--- src/rtl/alu_pkg.sv ---
// alu_pkg: shared types for the ALU command driver.
// Op encoding, command bundle and driver FSM states.
package alu_pkg;

    localparam int ALU_W = 4;

    typedef enum logic [2:0] {
        ALU_ADD = 3'b000,
        ALU_SUB = 3'b001,
        ALU_AND = 3'b010,
        ALU_OR  = 3'b011,
        ALU_XOR = 3'b100
    } alu_op_e;

    typedef enum logic [1:0] {
        IDLE  = 2'd0,
        DRIVE = 2'd1,
        RESP  = 2'd2
    } drv_state_e;

    // op is kept raw so illegal codes survive to the error check
    typedef struct packed {
        logic [2:0]       op;
        logic [ALU_W-1:0] a;
        logic [ALU_W-1:0] b;
        logic             use_acc;
    } alu_cmd_t;

    function automatic logic is_legal_op(input logic [2:0] op);
        return op <= ALU_XOR;
    endfunction

endpackage

--- src/rtl/alu_cmd_fifo.sv ---
// alu_cmd_fifo: command queue for alu_cmd_driver.
// Wrap-bit pointers distinguish full from empty.
module alu_cmd_fifo
    import alu_pkg::*;
#(
    parameter int DEPTH = 4
) (
    input  logic     clk,
    input  logic     rst_n,
    input  logic     push,
    input  alu_cmd_t wdata,
    input  logic     pop,
    output alu_cmd_t rdata,
    output logic     full,
    output logic     empty
);

    localparam int AW = $clog2(DEPTH);
    localparam logic [AW:0] ONE = 1;

    alu_cmd_t    mem [DEPTH];
    logic [AW:0] wr_ptr;
    logic [AW:0] rd_ptr;
    logic        do_push;
    logic        do_pop;

    assign empty = (wr_ptr == rd_ptr);
    assign full  = (wr_ptr[AW] != rd_ptr[AW]) &&
                   (wr_ptr[AW-1:0] == rd_ptr[AW-1:0]);

    assign do_push = push && !full;
    assign do_pop  = pop && !empty;
    assign rdata   = mem[rd_ptr[AW-1:0]];

    always_ff @(posedge clk or negedge rst_n) begin
        if (!rst_n) begin
            wr_ptr <= '0;
            rd_ptr <= '0;
        end else begin
            if (do_push) wr_ptr <= wr_ptr + ONE;
            if (do_pop)  rd_ptr <= rd_ptr + ONE;
        end
    end

    always_ff @(posedge clk) begin
        if (do_push) mem[wr_ptr[AW-1:0]] <= wdata;
    end

endmodule

--- src/rtl/alu_cmd_driver.sv ---
// alu_cmd_driver: valid/ready front end for the combinational ALU.
// Define ALU_CMD_DRIVER_STATS_EN to build the stat_ops/stat_carry counters.
module alu_cmd_driver
    import alu_pkg::*;
#(
    parameter int W     = ALU_W,
    parameter int DEPTH = 4
) (
    input  logic         clk,
    input  logic         rst_n,
    input  logic         cmd_valid,
    output logic         cmd_ready,
    input  logic [2:0]   cmd_op,
    input  logic [W-1:0] cmd_a,
    input  logic [W-1:0] cmd_b,
    input  logic         cmd_use_acc,
    output logic [W-1:0] alu_a,
    output logic [W-1:0] alu_b,
    output logic [2:0]   alu_op,
    input  logic [W-1:0] alu_y,
    input  logic         alu_zero,
    input  logic         alu_carry,
    output logic         rsp_valid,
    input  logic         rsp_ready,
    output logic [W-1:0] rsp_y,
    output logic         rsp_zero,
    output logic         rsp_carry,
    output logic         rsp_err,
    output logic [W-1:0] acc,
    output logic [15:0]  stat_ops,
    output logic [15:0]  stat_carry
);

    drv_state_e state_q;
    drv_state_e state_d;
    alu_cmd_t   cmd_in;
    alu_cmd_t   head;
    logic       full;
    logic       empty;
    logic       push;
    logic       pop;
    logic       cap;

    always_comb begin
        cmd_in         = '0;
        cmd_in.op      = cmd_op;
        cmd_in.a       = cmd_a;
        cmd_in.b       = cmd_b;
        cmd_in.use_acc = cmd_use_acc;
    end

    assign cmd_ready = !full;
    assign push      = cmd_valid && cmd_ready;
    assign rsp_valid = (state_q == RESP);

    alu_cmd_fifo #(
        .DEPTH (DEPTH)
    ) u_fifo (
        .clk   (clk),
        .rst_n (rst_n),
        .push  (push),
        .wdata (cmd_in),
        .pop   (pop),
        .rdata (head),
        .full  (full),
        .empty (empty)
    );

    always_ff @(posedge clk or negedge rst_n) begin
        if (!rst_n) state_q <= IDLE;
        else        state_q <= state_d;
    end

    always_comb begin
        state_d = state_q;
        pop     = 1'b0;
        cap     = 1'b0;
        case (state_q)
            IDLE: begin
                if (!empty) begin
                    pop     = 1'b1;
                    state_d = DRIVE;
                end
            end
            DRIVE: begin
                cap     = 1'b1;
                state_d = RESP;
            end
            RESP: begin
                if (rsp_ready) begin
                    if (!empty) begin
                        pop     = 1'b1;
                        state_d = DRIVE;
                    end else begin
                        state_d = IDLE;
                    end
                end
            end
            default: state_d = IDLE;
        endcase
    end

    // acc is written at capture, always before the next pop reads it
    always_ff @(posedge clk or negedge rst_n) begin
        if (!rst_n) begin
            alu_a     <= '0;
            alu_b     <= '0;
            alu_op    <= '0;
            rsp_y     <= '0;
            rsp_zero  <= 1'b0;
            rsp_carry <= 1'b0;
            rsp_err   <= 1'b0;
            acc       <= '0;
        end else begin
            if (pop) begin
                alu_a  <= head.use_acc ? acc : head.a;
                alu_b  <= head.b;
                alu_op <= head.op;
            end
            if (cap) begin
                if (is_legal_op(alu_op)) begin
                    rsp_y     <= alu_y;
                    rsp_zero  <= alu_zero;
                    rsp_carry <= alu_carry;
                    rsp_err   <= 1'b0;
                    acc       <= alu_y;
                end else begin
                    rsp_y     <= '0;
                    rsp_zero  <= 1'b1;
                    rsp_carry <= 1'b0;
                    rsp_err   <= 1'b1;
                end
            end
        end
    end

`ifdef ALU_CMD_DRIVER_STATS_EN
    logic [15:0] ops_q;
    logic [15:0] carry_q;
    logic        hs;

    assign hs = rsp_valid && rsp_ready;

    always_ff @(posedge clk or negedge rst_n) begin
        if (!rst_n) begin
            ops_q   <= '0;
            carry_q <= '0;
        end else if (hs) begin
            if (ops_q != 16'hFFFF) ops_q <= ops_q + 16'd1;
            if (rsp_carry && carry_q != 16'hFFFF)
                carry_q <= carry_q + 16'd1;
        end
    end

    assign stat_ops   = ops_q;
    assign stat_carry = carry_q;
`else
    assign stat_ops   = '0;
    assign stat_carry = '0;
`endif

endmodule

--- config.mk ---
export PLATFORM = sky130hd
export DESIGN_NAME = alu_cmd_driver
export DESIGN_NICKNAME = d
export VERILOG_FILES = /design/src/rtl/alu_pkg.sv /design/src/rtl/alu_cmd_fifo.sv /design/src/rtl/alu_cmd_driver.sv
export SDC_FILE = /design/constraint.sdc
export NUM_CORES = 1
export LEC_CHECK = 0
export BUFFER_PORTS_ARGS = -buffer_cell sky130_fd_sc_hd__buf_2
export CORE_MARGIN = 2
export CORE_UTILIZATION = 54
export CTS_CLUSTER_SIZE = 40
export DETAILED_ROUTE_END_ITERATION = 8
export GPL_ROUTABILITY_DRIVEN = 1
export PLACE_DENSITY = 0.8
export SLEW_MARGIN = 10
export SYNTH_ARGS = -nofsm -noshare
export SYNTH_HDL_FRONTEND = slang
export SYNTH_HIERARCHICAL = 1
export SYNTH_SLANG_ARGS = --single-unit
export TNS_END_PERCENT = 20
--- constraint.sdc ---
create_clock -name clk -period 2.4 [get_ports clk]
set_input_delay 0.48 -clock clk [delete_from_list [all_inputs] [get_ports clk]]
set_output_delay 0.48 -clock clk [all_outputs]
set_load 0.02 [all_outputs]
# ---- Word-level counts from Yosys, hierarchy flattened
# Memory sizes are Yosys's and may differ from the RTL's.
# Cells that the tools add are included.
dict set report word_totals {
  reg_bits 30
  ram_bits 48
  inputBits 22
  memories 1
}
dict set report op_classes {
  addsub 2
  magnitude_cmp 1
  n_eq_ne 7
  muxes 15
  n_reduce_logical 9
}
# memory words width read_ports rd_ports_with_merged_regs write_ports line
set memory_table {}
lappend memory_table {u_fifo.mem 4 12 1 0 1 alu_cmd_fifo.sv:21} ;# alu_cmd_t mem [DEPTH];
# operator n
set ops {}
lappend ops {{1-bit 2-to-1 mux} 9}
lappend ops {{4-bit 2-to-1 mux} 2}
lappend ops {{3-bit by 1-bit adder with 3-bit output (second input constant)} 2}
lappend ops {{2-bit case mux with 3 select lines} 1}
lappend ops {{1-bit logical AND} 4}
lappend ops {{2-bit 2-to-1 mux} 2}
lappend ops {{2-bit AND reduction} 2}
lappend ops {{3-bit equality test} 1}
lappend ops {{3-bit <= comparator (second input constant)} 1}
lappend ops {{2-bit by 1-bit equality test with 1-bit output (second input constant)} 1}
lappend ops {{2-bit equality test} 1}
lappend ops {{2-bit equality test (second input constant)} 1}
lappend ops {{1-bit logical NOT} 2}
lappend ops {{2-bit logical NOT} 1}
lappend ops {{2-bit by 1-bit inequality test with 1-bit output (second input constant)} 1}
lappend ops {{2-bit inequality test (second input constant)} 1}
lappend ops {{1-bit case mux with 2 select lines} 1}
lappend ops {{1-bit inequality test} 1}

# ---- Logic depth before layout (Yosys ltp)
# Gate-level depths: netlist (run 1).
dict set report logic_depth {
  depth_word 7
  mapped_depth 8
  depth_no_buf 7
}

# ---- Modules after synthesis
# The synthesis (run 1) kept the hierarchy.
# module instances cells_per_inst area_each_um2
set by_module_without_submodules {}
lappend by_module_without_submodules {alu_cmd_fifo 1 112 2232.1}
lappend by_module_without_submodules {alu_cmd_driver 1 101 1227.4}

# ---- Worst setup path after synthesis (run 1)
# No wires, ideal clock.
dict set report synth_timing {
  path_kind {register -> register}
  from {reg u_fifo.rd_ptr[0]}
  to {mem u_fifo/mem[3][0] (netlist name), enable pin}
  arrival_time_ns 1.746
  t_required_ns 2.023
  path_slack_ns 0.277
  path_stages_with_launch 8
  n_path_buf 1
  synth_period_minus_slack_ns 2.123
  cell_sequence {dfrtp_1 -> buf_6 -> xnor2_1 -> nand3_2 -> inv_1 -> nor2b_1 -> nand2_1 -> a31oi_2}
}
dict set report synth_via {
  elab_chain_len 7
}
# item line
set synth_rtl {}
lappend synth_rtl {{from (decl)} alu_cmd_fifo.sv:23} ;# logic [AW:0] rd_ptr;
lappend synth_rtl {{from (signal assigned)} alu_cmd_fifo.sv:41} ;# if (do_pop) rd_ptr <= rd_ptr + ONE;
lappend synth_rtl {{2-bit equality test} alu_cmd_fifo.sv:29} ;# (wr_ptr[AW-1:0] == rd_ptr[AW-1:0]);
lappend synth_rtl {{1-bit logical AND} alu_cmd_fifo.sv:28} ;# assign full = (wr_ptr[AW] != rd_ptr[AW]) &&
lappend synth_rtl {{named net full} alu_cmd_driver.sv:38} ;# logic full;
lappend synth_rtl {{1-bit logical NOT} alu_cmd_driver.sv:52} ;# assign cmd_ready = !full;
lappend synth_rtl {{1-bit logical AND} alu_cmd_driver.sv:53} ;# assign push = cmd_valid && cmd_ready;
lappend synth_rtl {{named net push} alu_cmd_driver.sv:40} ;# logic push;
lappend synth_rtl {{1-bit logical AND} alu_cmd_fifo.sv:31} ;# assign do_push = push && !full;
lappend synth_rtl {{1-bit 2-to-1 mux} alu_cmd_fifo.sv:46} ;# if (do_push) mem[wr_ptr[AW-1:0]] <= wdata;
lappend synth_rtl {{1-bit 2-to-1 mux (implied by the code)} alu_cmd_fifo.sv:46}
lappend synth_rtl {{to (decl)} alu_cmd_fifo.sv:21}
# The timed path passes the listed nets, and every way through them passes these cells.

==> results of run 1 <==
## area by class of cell
| cell class | instances | area (sq um) | share of cell area, % |
|---|---|---|---|
| Tap cell | 77 | 96.34 | 2.479 |
| Sequential cell | 78 | 2192 | 56.41 |
| Timing Repair Buffer | 56 | 307.8 | 7.920 |
| Clock inverter | 6 | 62.56 | 1.610 |
| Inverter | 6 | 22.52 | 0.5795 |
| Multi-Input combinational cell | 122 | 1077 | 27.72 |
| Clock buffer | 10 | 127.6 | 3.284 |
## power breakdown
part / total (mW) / internal [mW] / switching (mW)
sequential: 2.18 / 1.90 / 0.277
combinational: 2.38 / 1.11 / 1.27
clock: 0.932 / 0.476 / 0.456
## kinds of logic (layout without fill, tap and decap cells)
family	count (synthesis)	count (layout)	synth area share, %
compound gates	25	25	5.786
xor+xnor	9	9	2.712
fa+ha+maj	5	5	1.808
buf+inv	44	78	8.861
flops	78	78	63.36
mux	31	31	14.00
other cells	1	32	0.1084
simple gates	20	20	3.364
## how the worst max path moves through the flow
stage / start / endpoint / slack, ps / cells after the start
finish: u_fifo/rd_ptr[0] / alu_a[0] / 300 / 4
global placement: u_fifo/rd_ptr[0] / alu_a[0] / 350 / 4
CTS: u_fifo/wr_ptr[2] / cmd_ready / 290 / 5
floorplan: u_fifo/rd_ptr[0] / u_fifo/mem[3][0] / 280 / 7
detailed placement: u_fifo/rd_ptr[0] / alu_a[2] / 310 / 4
global route: u_fifo/wr_ptr[2] / cmd_ready / 180 / 5
## Yosys cell counts (2+ instances only)
| library cell | instances |
|---|---|
| dfrtp_1 | 30 |
| o31ai_1 | 3 |
| nand2b_1 | 2 |
| a211oi_1 | 2 |
| o21ai_0 | 4 |
| a211oi_2 | 2 |
| xor2_2 | 2 |
| buf_6 | 2 |
| o31ai_2 | 2 |
| and3_1 | 3 |
| nor3_1 | 2 |
| nand2_1 | 7 |
| a21oi_1 | 4 |
| ha_1 | 5 |
| xor2_1 | 2 |
| mux4_2 | 12 |
| inv_1 | 6 |
| xnor2_1 | 5 |
| mux2_2 | 19 |
| buf_4 | 33 |
| edfxtp_1 | 48 |
| buf_2 | 2 |
| a22o_1 | 4 |
## flip-flops by register name, indices dropped and copies added (netlist names)
signal	flops
rsp_zero	1
rsp_y	4
alu_b	4
rsp_carry	1
state_q	2
alu_op	3
u_fifo/rd_ptr	3
rsp_err	1
u_fifo/mem	48
u_fifo/wr_ptr	3
alu_a	4
acc	4
## metrics by stage
step / worst slack (ps) / hold WS [ps] / std cells / util, %
6_report: 300.4 / 179.3 / 355 / 61.91
5_1_grt: 183.8 / 213.4 / 355 / 61.91
4_1_cts: 291.7 / 188.6 / 355 / 61.91
3_5_place_dp: 308.6 / 472.0 / 339 / 58.88
3_3_place_gp: 354.3 / 456.9 / 339 / 58.88
2_1_floorplan: 277.2 / 184.4 / 244 / -
## critical path: stages, from the launching register on
cell and delay, ps:
dfrtp_1 590, buf_4 270, mux4_2 580, mux2_2 290, mux2_2 260
## layer usage
metal / part of all wire (%) / vias up
met5: 0 / -
met4: 1.2 / 0
met3: 7.0 / 6
met2: 48 / 76
met1: 44 / 876
li1: - / 841
==> impl_metrics.env, run 1 <==
export IMPL_use_met1_pct=22.80
export IMPL_cts_buffers=9
export IMPL_cts_clk_slew_worst_paths_ps=80
export IMPL_syn_to_final_growth_pct=12.33
export IMPL_syn_area_sq_um=3460
export IMPL_tns_ps=0
export IMPL_diodes=0
export IMPL_io_buffers=45
export IMPL_synth_top_area_share_pct=41.66
export IMPL_rows=29
export IMPL_yosys_top_cells_area="edfxtp_1 (42%), dfrtp_1 (22%), mux4_2 (7.8%), buf_4 (7.2%), mux2_2 (6.2%)"
export IMPL_synth_edf_count=48
export IMPL_first_iter_violations=96
export IMPL_hpwl_um=3766
export IMPL_yosysWarnings=6
export IMPL_peakVddDrop_mv=0.7362
export IMPL_drive_gt1_share_pct=41.01
export IMPL_slew_viol_final=0
export IMPL_worst_setup_path_end_kind="flip-flop"
export IMPL_place_congestion=0.7479
export IMPL_powerDensity_nw_per_um2=1411
export IMPL_ff2ff_setup_slack_ps=300
export IMPL_p_leak_nw=1.591
export IMPL_rsz0062_at_grt="false"
export IMPL_mostFrequentLayoutCells="edfxtp_1 (48), buf_2 (45), conb_1 (32)"
export IMPL_period_share_pct=87.49
export IMPL_finalWirelength_um=5461
export IMPL_drtPass1Iterations=4
export IMPL_postLayoutCellArea_sq_um=3886
export IMPL_finalClockSkew_ps=5.356
export IMPL_track_usage_pct=17.07
export IMPL_ys_flop_type="edfxtp_1"
export IMPL_r2r_end="alu_a[0]"
export IMPL_grt_pass1_wl_um=8976
export IMPL_hp_class="primary input to async pin"
export IMPL_crit_path_start_kind="flip-flop"
export IMPL_global_route_peak_usage_layer="met2"
export IMPL_status="complete, no violations"
export IMPL_grt_max_degree=31
export IMPL_post_synth_inst_count=213
export IMPL_syn_area_per_cell_sq_um=16.24
export IMPL_vias=1799
export IMPL_hold_viol_final=0
export IMPL_path_max_fanout=7
export IMPL_wl_per_cell_um=15.38
export IMPL_start_util_pct=55.11
export IMPL_rr_startpoint="u_fifo/rd_ptr[0]"
export IMPL_core_area_sq_um=6277
export IMPL_grt_use_met3_pct=5.341
export IMPL_ys_ff_latch=78
export IMPL_dieArea_sq_um=7063
export IMPL_layout_commonest_cell="edfxtp_1"
export IMPL_synth_cell_type_count=35
export IMPL_grt_overflow=0
export IMPL_finalNetCount=300
export IMPL_fin_crit_ps=2100
export IMPL_async_flop_share_pct=38.46
export IMPL_viasPerCell=5.068
export IMPL_clockBufferDepth=2
export IMPL_r2r_worst_path_cells=4
export IMPL_postCtsResizedCells=0
export IMPL_maxCapViolations=0
export IMPL_arrival_ps=2330
export IMPL_dieHeight_um=84.04
export IMPL_final_setup_viol_count=0
export IMPL_clock_latency_ps=340
export IMPL_dieWidth_um=84.04
export IMPL_ios=78
export IMPL_slew_headroom_pct=52.67
export IMPL_cts_tree="yes"
export IMPL_yosysSeqAreaShare_pct=63.36
export IMPL_yosysTopAreaCell="edfxtp_1"
export IMPL_clock_fmax_mhz=476.3
export IMPL_cts_root_buf="clkbuf_8"
export IMPL_worstMarginPinSlew_ps=709.9
export IMPL_cts_htree_levels=3
export IMPL_met2_usage_pct=25.40
export IMPL_required_ps=2630
export IMPL_finalPower_mw=5.485
export IMPL_postCtsSetupBuffers=0
export IMPL_fill_cells=466
export IMPL_worstSetupPathType="flip-flop to flip-flop"
export IMPL_post_route_drc_count=0
export IMPL_cts_hold_buf=0
export IMPL_dpl_cell_area_sq_um=3696
export IMPL_tritoncts_num_sinks=78
export IMPL_detail_route_antenna_nets=0
export IMPL_antenna_found_initial=0
export IMPL_grt_pass1_vias=1736
No activity file was read; power rests on OpenSTA's default activity.
==> run 2: changes to the inputs <==
Settings changed: CELL_PAD_IN_SITES_DETAIL_PLACEMENT from default to 0, CELL_PAD_IN_SITES_GLOBAL_PLACEMENT from default to 2, CORE_UTILIZATION 54 to 38, PLACE_DENSITY 0.8 to default, PLACE_DENSITY_LB_ADDON from default to 0.1.
==> run 2 against run 1 <==
Via count about the same. Setup slack got worse by 38 ps. Die area increased by 40%. Register-to-register slack got worse by 40 ps. Sequential power decreased by 3%. Routed wire length increased by 12%. Largest cell class unchanged. Largest power group unchanged.
==> impl_metrics.env, run 2 (synthesis results as in run 1) <==
export IMPL_required_ps=2640
export IMPL_antenna_found_initial=0
export IMPL_clock_latency_ps=340
export IMPL_hpwl_um=4176
export IMPL_slew_headroom_pct=50.32
export IMPL_arrival_ps=2380
export IMPL_peakVddDrop_mv=0.7076
export IMPL_worstMarginPinSlew_ps=745.2
export IMPL_grt_max_degree=31
export IMPL_mostFrequentLayoutCells="edfxtp_1 (48), buf_2 (45), conb_1 (32)"
export IMPL_vias=1800
export IMPL_status="complete, no violations"
export IMPL_dieWidth_um=99.42
export IMPL_tritoncts_num_sinks=78
export IMPL_detail_route_antenna_nets=0
export IMPL_diodes=0
export IMPL_place_congestion=0.6964
export IMPL_grt_overflow=0
export IMPL_viasPerCell=4.688
export IMPL_path_max_fanout=17
export IMPL_pwr_share_clk_pct=17.9
export IMPL_p_leak_nw=1.598
export IMPL_p_sw_mw=2.040
export IMPL_grt_pass1_vias=1896
export IMPL_rsz0062_at_grt="false"
export IMPL_cp_num_buf_inv=2
export IMPL_crit_path_max_incr_delay_ps=380
export IMPL_core_area_sq_um=8763
export IMPL_clockBufferDepth=2
export IMPL_final_cells=384
export IMPL_cts_htree_levels=3
export IMPL_layout_commonest_cell="edfxtp_1"
export IMPL_syn_to_final_growth_pct=13.85
export IMPL_fin_crit_ps=2138
export IMPL_postCtsResizedCells=0
export IMPL_dieHeight_um=99.42
export IMPL_hp_class="primary input to async pin"
export IMPL_maxCapViolations=0
export IMPL_start_util_pct=39.48
export IMPL_swShare_pct=36.72
export IMPL_crit_top_cell="buf_4"
export IMPL_finalWirelength_um=6114
export IMPL_dp_cells=368
export IMPL_powerDensity_nw_per_um2=1410
export IMPL_io_buffers=45
export IMPL_tns_ps=0
export IMPL_finalNetCount=298
export IMPL_dpl_worst_slack_ps=272.5
export IMPL_first_iter_violations=113
export IMPL_path_cells="buf_4 > xor2_1 > nor3_1 > a211oi_2 > buf_4 > nand2_1 > o31ai_1"
export IMPL_worstSetupPathType="flip-flop to flip-flop"
export IMPL_crit_slowest_cell="xor2_1"
export IMPL_wl_per_cell_um=15.92
export IMPL_largest_reg_flops=48
export IMPL_cts_clk_slew_worst_paths_ps=90
export IMPL_grt_pass1_wl_um=9936
export IMPL_setup_ws_ps=262.5
export IMPL_crit_path_start_kind="flip-flop"
export IMPL_rr_startpoint="u_fifo/rd_ptr[1]"
export IMPL_p_int_mw=3.515
export IMPL_crit_path_start="u_fifo/rd_ptr[1]"
export IMPL_ff2ff_setup_slack_ps=260
export IMPL_r2r_end="u_fifo/rd_ptr[2]"
export IMPL_ios=78
export IMPL_rows=34
export IMPL_cts_hold_buf=0
export IMPL_p_seq_share_pct=38.2
export IMPL_clock_fmax_mhz=467.8
export IMPL_period_share_pct=89.06
export IMPL_combPwrFrac_pct=43.9
export IMPL_track_usage_pct=13.37
export IMPL_hold_viol_final=0
export IMPL_worst_setup_path_end_kind="flip-flop"
export IMPL_cts_buffers=9
export IMPL_drive_gt1_share_pct=40.94
export IMPL_finalClockSkew_ps=13.41
export IMPL_cts_tree="yes"
export IMPL_crit_family="buffers and inverters"
export IMPL_drtPass1Iterations=4
export IMPL_cts_root_buf="clkbuf_8"
export IMPL_fill_cells=808
export IMPL_slew_viol_final=0
export IMPL_dieArea_sq_um=9883
export IMPL_final_setup_viol_count=0
export IMPL_post_route_drc_count=0
export IMPL_postCtsSetupBuffers=0
export IMPL_r2r_worst_path_cells=7
==> run 2: cell types whose count changed in the layout (fill, tap and decap cells not counted), sizes merged <==
cell	delta
clkinv	+1
clkinvlp	-2
inv	+1
buf	-2
==> run 2: through the flow <==
stage	utilization [%]	instance area, sq um	hold slack, ps	power, mW
2_1_floorplan	-	3576	184.4	3.968
6_report	44.95	3939	196.5	5.555
4_1_cts	44.95	3939	226.0	5.650
5_1_grt	44.95	3939	261.2	5.942
3_5_place_dp	42.59	3732	470.9	4.639
3_3_place_gp	42.59	3732	463.2	4.619
==> run 2: power groups by stage <==
stage	sequential, mW	clock, mW	combinational, mW
after global placement	2.14	0	2.48
after global routing	2.18	1.08	2.68
final	2.12	0.993	2.44
after detailed placement	2.16	0	2.48
after CTS	2.13	1.03	2.49
after floorplan	2.35	0	1.62
==> run 2: final cells by class <==
type | instances | area, sq um | area share [%]
timing repair buffer | 54 | 305.3 | 7.751
clock buffer | 10 | 137.6 | 3.494
inverter | 6 | 22.52 | 0.5718
tap | 108 | 135.1 | 3.431
multi-input combinational | 122 | 1077 | 27.35
sequential | 78 | 2192 | 55.65
clock inverter | 6 | 68.82 | 1.747
==> run 2: layer usage <==
| layer | up-vias | track usage [%] | wire length, um |
|---|---|---|---|
| met5 | - | 0 | 0 |
| met4 | 0 | 6.006 | 70 |
| met3 | 4 | 2.741 | 373 |
| met2 | 64 | 20.37 | 2783 |
| met1 | 891 | 18.59 | 2887 |
| li1 | 841 | - | - |
==> run 2: worst max-delay path by stage <==
| stage | to | cells after the start |
|---|---|---|
| after floorplan | u_fifo/mem[3][0] | 7 |
| after global placement | u_fifo/rd_ptr[2] | 7 |
| after detailed placement | u_fifo/rd_ptr[2] | 7 |
| after CTS | u_fifo/rd_ptr[2] | 7 |
| after global routing | u_fifo/rd_ptr[2] | 7 |
| final | u_fifo/rd_ptr[2] | 7 |
==> run 3: changes to the inputs <==
Settings changed: CORE_UTILIZATION 38 to 39, CTS_BUF_LIST from default to sky130_fd_sc_hd__clkbuf_4 sky130_fd_sc_hd__clkbuf_8.
==> run 3 against run 2 <==
Largest cell class unchanged. Worst hold slack better by 4.4 ps. Highest routed layer unchanged. First-iteration DRC count decreased by 40%. Largest power group unchanged. Global-route usage shrank 0.063 points. Critical path depth down 3. Final area shrank 0.54%.
==> impl_metrics.env, run 3 (synthesis results as in run 1) <==
export IMPL_core_area_sq_um=8678
export IMPL_slew_headroom_pct=49.77
export IMPL_dieHeight_um=98.19
export IMPL_p_int_mw=3.477
export IMPL_place_congestion=0.7041
export IMPL_crit_top_cell="mux2_2"
export IMPL_cts_root_buf="clkbuf_8"
export IMPL_finalClockSkew_ps=9.491
export IMPL_cts_tree="yes"
export IMPL_post_route_drc_count=0
export IMPL_swShare_pct=37.34
export IMPL_peakVddDrop_mv=0.6733
export IMPL_slew_viol_final=0
export IMPL_cts_clk_slew_worst_paths_ps=80
export IMPL_fill_cells=789
export IMPL_worstMarginPinSlew_ps=753.5
export IMPL_tns_ps=0
export IMPL_crit_path_start_kind="flip-flop"
export IMPL_p_seq_share_pct=38.6
export IMPL_grt_pass1_wl_um=9632
export IMPL_p_sw_mw=2.072
export IMPL_layout_commonest_cell="edfxtp_1"
export IMPL_cts_htree_levels=3
export IMPL_grt_max_degree=31
export IMPL_clock_latency_ps=340
export IMPL_antenna_found_initial=0
export IMPL_required_ps=2630
export IMPL_start_util_pct=39.86
export IMPL_hp_class="primary input to async pin"
export IMPL_cts_buffers=9
export IMPL_postCtsSetupBuffers=0
export IMPL_rows=34
export IMPL_cp_num_cells=4
export IMPL_combPwrFrac_pct=43.1
export IMPL_finalPower_mw=5.549
export IMPL_postCtsResizedCells=0
export IMPL_hpwl_um=4121
export IMPL_maxCapViolations=0
export IMPL_finalNetCount=297
export IMPL_final_setup_viol_count=0
export IMPL_crit_family="multiplexers"
export IMPL_path_max_fanout=13
export IMPL_powerDensity_nw_per_um2=1417
export IMPL_drtPass1Iterations=4
export IMPL_finalWirelength_um=6100
export IMPL_diodes=0
export IMPL_crit_path_max_incr_delay_ps=620
export IMPL_p_leak_nw=1.594
export IMPL_clockBufferDepth=2
export IMPL_detail_route_antenna_nets=0
export IMPL_drive_gt1_share_pct=40.73
export IMPL_path_cells="buf_4 > mux4_2 > mux2_2 > mux2_2"
export IMPL_dieArea_sq_um=9640
export IMPL_clock_fmax_mhz=469.9
export IMPL_pwr_share_clk_pct=18.2
export IMPL_viasPerCell=4.692
export IMPL_grt_overflow=0
export IMPL_first_iter_violations=68
export IMPL_rr_startpoint="u_fifo/rd_ptr[0]"
export IMPL_largest_reg_flops=48
export IMPL_worst_setup_path_end_kind="flip-flop"
export IMPL_ios=78
export IMPL_crit_slowest_cell="mux4_2"
export IMPL_period_share_pct=88.67
export IMPL_track_usage_pct=13.30
export IMPL_tritoncts_num_sinks=78
export IMPL_vias=1797
export IMPL_status="complete, no violations"
export IMPL_mostFrequentLayoutCells="edfxtp_1 (48), buf_2 (45), conb_1 (32)"
export IMPL_hold_viol_final=0
export IMPL_grt_pass1_vias=1710
export IMPL_r2r_worst_path_cells=4
export IMPL_wl_per_cell_um=15.93
export IMPL_arrival_ps=2360
export IMPL_syn_to_final_growth_pct=13.24
export IMPL_worstSetupPathType="flip-flop to flip-flop"
export IMPL_dieWidth_um=98.19
export IMPL_io_buffers=45
export IMPL_crit_path_start="u_fifo/rd_ptr[0]"
export IMPL_cts_hold_buf=0
export IMPL_rsz0062_at_grt="false"
export IMPL_fin_crit_ps=2128
export IMPL_cp_num_buf_inv=1
-- run 3: cell count changes in the layout (fill, tap and decap cells not counted) --
cell        previous run  this run
clkbuf_8              10         9
clkinvlp_4             1         0
inv_6                  1         2
buf_12                 1         0
inv_8                  0         1
-- run 3: cell type report --
| type | count | area, sq um | share of cell area (%) |
|---|---|---|---|
| clock inverter | 7 | 81.33 | 2.076 |
| multi-input combinational | 122 | 1077 | 27.50 |
| timing repair buffer | 53 | 285.3 | 7.282 |
| clock buffer | 9 | 123.9 | 3.162 |
| inverter | 6 | 22.52 | 0.5749 |
| tap | 108 | 135.1 | 3.449 |
| sequential | 78 | 2192 | 55.96 |
-- run 3: power groups by stage --
stage	Combinational (mW)	Sequential [mW]	Clock (mW)
after floorplan	1.62	2.35	0
after global routing	2.60	2.20	1.11
after global placement	2.42	2.18	0
final	2.39	2.14	1.01
after CTS	2.43	2.15	1.05
after detailed placement	2.42	2.19	0
-- run 3: worst paths after layout --
kind | to | slack [ps]
setup / recovery | alu_a[0] | 270
max in group asynchronous | u_fifo/rd_ptr[0] | 1720
hold / removal | rsp_y[1] | 200
setup reg to reg | alu_a[0] | 270
hold reg to reg | rsp_carry | 480
min in group clk | u_fifo/mem[3][1] | 350
-- run 3: through the flow --
step | util [%] | cells | setup slack [ps] | cell area [sq um] | hold WS, ps
2_1_floorplan | - | 244 | 277.2 | 3576 | 184.4
3_3_place_gp | 42.78 | 367 | 270.9 | 3712 | 460.5
3_5_place_dp | 42.78 | 367 | 250.7 | 3712 | 474.1
4_1_cts | 45.14 | 383 | 244.8 | 3918 | 222.7
5_1_grt | 45.14 | 383 | 160.1 | 3918 | 241.0
6_report | 45.14 | 383 | 272.0 | 3918 | 200.9
-- run 3: metal layers --
layer  vias to the layer above  share of wire (%)  track usage (%)
met2                        56                 46            19.18
met5                         -                  0                0
li1                        840                  -                -
met3                         6                5.0            3.651
met4                         0                1.1            5.690
met1                       895                 48            19.05
